**config.mk**
```make
export PLATFORM = sky130hd
export DESIGN_NAME = wb_arbiter
export DESIGN_NICKNAME = d
export VERILOG_FILES = /design/src/rtl/wb_pkg.sv /design/src/rtl/wb_rr_pick.sv /design/src/rtl/wb_arbiter.sv
export SDC_FILE = /design/constraint.sdc
export NUM_CORES = 1
export LEC_CHECK = 0
export ABC_CLOCK_PERIOD_IN_PS = 6300
export BUFFER_PORTS_ARGS = -buffer_cell sky130_fd_sc_hd__buf_2
export CAP_MARGIN = 10
export CORE_MARGIN = 5
export CORE_UTILIZATION = 44
export CTS_BUF_LIST = sky130_fd_sc_hd__clkbuf_8 sky130_fd_sc_hd__clkbuf_16
export DETAILED_ROUTE_END_ITERATION = 16
export HOLD_SLACK_MARGIN = 0.02
export PLACE_DENSITY = 0.73
export SYNTH_ARGS = -nofsm -noshare
export SYNTH_HDL_FRONTEND = slang
export SYNTH_SLANG_ARGS = --single-unit
```
**constraint.sdc**
```tcl
create_clock -name clk -period 6.3 [get_ports clk]
set_input_delay 0.63 -clock clk [delete_from_list [all_inputs] [get_ports clk]]
set_output_delay 0.63 -clock clk [all_outputs]
set_load 0.02 [all_outputs]
```
**src/rtl/wb_pkg.sv**
```systemverilog
// Shared constants, types and helpers for the result write-back arbiter.
// Requester order is ALU0, ALU1, LSU, MUL; two register-file write ports.
package wb_pkg;

   localparam int NREQ   = 4;
   localparam int XLEN   = 32;
   localparam int NWP    = 2;
   localparam int REG_AW = 5;

   localparam int REQ_ALU0 = 0;
   localparam int REQ_ALU1 = 1;
   localparam int REQ_LSU  = 2;
   localparam int REQ_MUL  = 3;

   // Keeps the pointer at least one bit wide so a single-requester build still elaborates.
   function automatic int ptr_width(input int n);
      return (n > 1) ? $clog2(n) : 1;
   endfunction

   localparam int PTR_W = ptr_width(NREQ);

   function automatic int wrap_inc(input int idx, input int n);
      return (idx + 1 >= n) ? 0 : idx + 1;
   endfunction

   typedef logic [REG_AW-1:0] reg_addr_t;

endpackage

```
**src/rtl/wb_rr_pick.sv**
```systemverilog
// Rotating find-first-set: returns the first set bit of mask_i visiting
// start_i, start_i+1, ... modulo N.
module wb_rr_pick #(
   parameter int N  = 4,
   parameter int PW = 2
) (
   input  logic [N-1:0]  mask_i,
   input  logic [PW-1:0] start_i,
   output logic          found_o,
   output logic [PW-1:0] idx_o
);

   // Walk from the farthest offset back to the start so the nearest hit wins.
   always_comb begin
      int pos;
      pos     = 0;
      found_o = 1'b0;
      idx_o   = '0;
      for (int k = N - 1; k >= 0; k--) begin
         pos = int'(start_i) + k;
         if (pos >= N) begin
            pos = pos - N;
         end
         if (mask_i[PW'(pos)]) begin
            found_o = 1'b1;
            idx_o   = PW'(pos);
         end
      end
   end

endmodule

```
**src/rtl/wb_arbiter.sv**
```systemverilog
// Round-robin write-back arbiter: grants up to two result requesters per cycle
// onto two registered register-file write ports, avoiding same-rd double writes.
module wb_arbiter #(
   parameter int  NREQ = wb_pkg::NREQ,
   parameter int  XLEN = wb_pkg::XLEN,
   parameter int  NWP  = wb_pkg::NWP,
   localparam int AW   = wb_pkg::REG_AW,
   localparam int PW   = wb_pkg::ptr_width(NREQ)
) (
   input  logic                 clk,
   input  logic                 rst,
   input  logic                 stall,
   input  logic [NREQ-1:0]      req_valid,
   input  logic [NREQ*AW-1:0]   req_rd,
   input  logic [NREQ*XLEN-1:0] req_data,
   output logic [NREQ-1:0]      req_ready,
   output logic [NWP-1:0]       wp_en,
   output logic [NWP*AW-1:0]    wp_addr,
   output logic [NWP*XLEN-1:0]  wp_data,
   output logic [PW-1:0]        rr_ptr
);

   import wb_pkg::*;

   logic [NREQ-1:0]          avail;
   logic [NREQ-1:0]          mask1;
   reg_addr_t                rd_arr   [NREQ];
   logic [XLEN-1:0]          data_arr [NREQ];
   logic                     found0;
   logic                     found1;
   logic [PW-1:0]            idx0;
   logic [PW-1:0]            idx1;
   reg_addr_t                rd0;

   logic [PW-1:0]            rr_ptr_q;
   logic [PW-1:0]            rr_ptr_d;
   logic [NWP-1:0]           wp_en_q;
   logic [NWP-1:0]           wp_en_d;
   logic [NWP-1:0][AW-1:0]   wp_addr_q;
   logic [NWP-1:0][AW-1:0]   wp_addr_d;
   logic [NWP-1:0][XLEN-1:0] wp_data_q;
   logic [NWP-1:0][XLEN-1:0] wp_data_d;

   // Reset and stall both remove every requester from consideration.
   assign avail = req_valid & {NREQ{rst & ~stall}};

   genvar gi;
   generate
      for (gi = 0; gi < NREQ; gi++) begin : g_unpack
         assign rd_arr[gi]   = req_rd[gi*AW +: AW];
         assign data_arr[gi] = req_data[gi*XLEN +: XLEN];
      end
   endgenerate

   wb_rr_pick #(
      .N  (NREQ),
      .PW (PW)
   ) u_pick0 (
      .mask_i  (avail),
      .start_i (rr_ptr_q),
      .found_o (found0),
      .idx_o   (idx0)
   );

   assign rd0 = rd_arr[idx0];

   // Port 1 skips the port-0 winner and anyone targeting the same nonzero rd.
   generate
      for (gi = 0; gi < NREQ; gi++) begin : g_mask1
         assign mask1[gi] = avail[gi]
                          & (idx0 != PW'(gi))
                          & ~((rd_arr[gi] == rd0) & (rd0 != '0));
      end
   endgenerate

   wb_rr_pick #(
      .N  (NREQ),
      .PW (PW)
   ) u_pick1 (
      .mask_i  (mask1),
      .start_i (rr_ptr_q),
      .found_o (found1),
      .idx_o   (idx1)
   );

   generate
      for (gi = 0; gi < NREQ; gi++) begin : g_ready
         assign req_ready[gi] = (found0 & (idx0 == PW'(gi)))
                              | (found1 & (idx1 == PW'(gi)));
      end
   endgenerate

   always_comb begin
      wp_en_d   = '0;
      wp_addr_d = wp_addr_q;
      wp_data_d = wp_data_q;
      rr_ptr_d  = rr_ptr_q;
      if (found0) begin
         wp_en_d[0]   = (rd_arr[idx0] != '0);
         wp_addr_d[0] = rd_arr[idx0];
         wp_data_d[0] = data_arr[idx0];
         rr_ptr_d     = PW'(wrap_inc(int'(idx0), NREQ));
      end
      if (found1) begin
         wp_en_d[1]   = (rd_arr[idx1] != '0);
         wp_addr_d[1] = rd_arr[idx1];
         wp_data_d[1] = data_arr[idx1];
         rr_ptr_d     = PW'(wrap_inc(int'(idx1), NREQ));
      end
   end

   always_ff @(posedge clk or negedge rst) begin
      if (!rst) begin
         wp_en_q   <= '0;
         wp_addr_q <= '0;
         wp_data_q <= '0;
         rr_ptr_q  <= '0;
      end else begin
         wp_en_q   <= wp_en_d;
         wp_addr_q <= wp_addr_d;
         wp_data_q <= wp_data_d;
         rr_ptr_q  <= rr_ptr_d;
      end
   end

   assign wp_en   = wp_en_q;
   assign wp_addr = wp_addr_q;
   assign wp_data = wp_data_q;
   assign rr_ptr  = rr_ptr_q;

endmodule

```
==> run metrics <==
outcome=complete, no violations; most frequent cells in the layout=250 x nand2_1, 235 x buf_2, 89 x o21ai_0, 78 x dfrtp_1, 75 x mux2i_1; aggregate negative setup slack=0 ns; final non-filler cell total=1182; Hold Path Class=in2async; GR Overflow Total=0; Syn Inst Count=789; Post-Syn Area per Cell=slightly below 8 um^2; worst-skew pair later-pin latency=around 0.34 ns; cts hold-fix bufs=0; Power per Cell Area=about 290 nW/um^2; Post-DRT Antenna Nets=0; pin count of the biggest net entering global routing=72; Peak Freq=174 MHz; setup bufs post-CTS=0; clock buffer depth=2; number of enable flip-flop cells after synthesis=0; Worst Skew=approximately 0.0063 ns; unrepaired setup endpoints after global routing=no; DP HPWL=approximately 16 mm; crit path capture type=output port; Row Count=43; synthesis-stage register bit count=slightly below 80; final setup margin=0.550 ns; Routed WL=20.8 mm; DR pass1 iterations=5; DRC viols=0; die area=between 15000 and 20000 um^2; share of cells above drive strength 1=32.5%; first-pass GRT wire length=approximately 32 mm; asr flop ratio synth=100%; P_leak=3.74 nW; clk root buf=clkbuf_16; Vias/cell=5.43; Max H-tree Level=3; Worst Path Arrival=5.12 ns; antenna violations before repair=1; startpoint types=flip-flop; Fillers=1367; Post-Syn Area=a little over 6000 um^2; critical path's slowest cell=dfrtp_1; Die Ht=128 um; initial core utilization=about 45%; clock sinks=78; syn_nets=952; CTS tree=yes; most common cell after layout, fill and taps aside=nand2_1; gr usage total=approximately 25%; worst flop-to-flop path endpoint=wp_data[40]; WL/cell=17.6 um; CP peak stage delay=0.74 ns; worst path required time=roughly 5.7 ns; max-cap viol count=0; Worst-Margin Slew=0.829 ns; dpl ws=roughly 0.6 ns; Port Buffers=236; I/O Pins=237; vias in the first global route=6217; DR vias=6417; core area=between 10000 and 15000 um^2; cts repair resizes=0; final worst-path cycle share=between 90% and 100%; Synth cell types=between 60 and 70; total CTS buffers=9; Die Wd=~130 um; peak supply drop=0.141 mV; max-slew violation count=0; Area Overhead vs Synth=26.7%; Seq/Total Area, Yosys=a little under a third; Worst-path clk slew=0.06 ns; Cells after DPL=1164; Cell Chain, Critical Path=inv_2, a221oi_2, nor2_4, inv_2, buf_4, o221ai_1, a22oi_1, or4b_4, and4_4, a211oi_1, o21ai_1, and3_4, inv_1, ha_1, inv_1, o21ai_0, buf_2; R2R depth=17; Crit Path Category=reg2out; reg2reg start=rr_ptr[0]; Initial DRC Count=413; relative slew slack=44.7%; Final Setup Violations=0; synth warn=0; main flop type after synthesis=dfrtp_1; critical path peak fanout=37; Final nets=around 1200; gp weighted congestion=between 0.9 and 1; Final Hold Viols=0; flop2flop setup slack=~0.56 ns; min Tclk post-route=5.75 ns
worst max path at each step:
stage / cells past startpoint / startpoint / slack [ns] / endpoint
global route: 17 / rr_ptr[0] / 0.24 / wp_data[48]
global placement: 18 / stall / 0.77 / wp_data[46]
CTS: 17 / rr_ptr[0] / 0.63 / req_ready[0]
detailed placement: 18 / stall / 0.60 / wp_data[45]
finish: 17 / rr_ptr[0] / 0.55 / req_ready[0]
floorplan: 20 / req_valid[0] / 0.93 / req_ready[2]
cell type report:
cell class | instances | area, um^2 | share of cell area (%)
flip-flops and latches | 78 | 1950 | 25.0
clock inverters | 7 | 97.6 | 1.25
multi-input cells | 637 | 3910 | 50.2
diodes | 1 | 2.50 | 0.0321
well taps | 180 | 225 | 2.89
clock buffers | 9 | 225 | 2.89
repair buffers | 252 | 1320 | 16.9
inverters | 18 | 67.6 | 0.866
Yosys cell counts (2+ instances only):
cell,instances,area (um^2)
a211o_1,2,17.5
a211oi_1,4,30.0
a21o_1,2,15.0
a21oi_1,7,35.0
a22oi_1,2,15.0
a311o_1,2,20.0
a311oi_1,2,17.5
a31oi_1,7,43.8
buf_1,3,11.3
buf_2,10,50.1
buf_4,3,22.5
buf_6,3,33.8
clkbuf_1,37,139
dfrtp_1,78,1950
ha_1,8,100
inv_1,16,60.1
inv_2,2,7.51
mux2_2,38,428
mux2i_1,75,751
nand2_1,250,938
nand3_1,35,175
nand3b_1,2,15.0
nand4_1,11,68.8
nor2_1,8,30.0
nor2b_1,3,18.8
nor3b_1,3,22.5
o2111ai_1,2,17.5
o211ai_1,2,15.0
o21a_1,2,15.0
o21ai_0,89,445
o21ai_1,28,140
o221ai_1,3,26.3
o31ai_1,2,15.0
or3_1,3,18.8
xnor2_1,12,105
xor2_1,8,70.1
through the flow:
stage	hold slack (ns)	util [%]	power, mW	cell area [um^2]
after floorplan	0.334	-	1.34	6160
after global placement	0.457	53.9	1.68	7450
after detailed placement	0.463	53.9	1.69	7450
after CTS	0.422	56.2	2.27	7770
after global routing	0.460	56.4	2.39	7800
final	0.418	56.4	2.25	7800
per-layer routing:
metal | track usage, % | vias to the layer above | share of wire, %
met5 | 0 | - | 0
met4 | 8.49 | 0 | 2.3
met3 | 8.33 | 38 | 9.6
met2 | 39.5 | 302 | 46
met1 | 31.3 | 2929 | 42
li1 | - | 3148 | -
flip-flops by register name, indices dropped and copies added, names as in the netlist:
signal,count
wp_data,64
wp_en,2
wp_addr,10
rr_ptr,2
critical path: cells and delay by family, from the launching register on:
family / cells / cell delay (ns)
fa+ha+maj: 1 / 0.15
simple gates: 4 / 1.10
compound gates: 6 / 1.69
flops: 1 / 0.74
buf+inv: 6 / 1.08
where the power goes:
group	internal (mW)	switching (mW)	leakage, nW
registers	0.630	0.0917	0.962
logic	0.353	0.606	2.62
clock network	0.348	0.222	0.152
cells by family (layout without fill, tap and decap cells):
group / Yosys count / count (layout) / synth area share (%)
fa+ha+maj: 8 / 8 / 1.63
simple gates: 328 / 328 / 22.8
buf+inv: 74 / 286 / 5.26
other cells: 0 / 1 / 0
flops: 78 / 78 / 31.7
mux: 114 / 114 / 19.4
xor+xnor: 20 / 20 / 2.85
compound gates: 167 / 167 / 16.4
(Power assumes the default switching activity.)
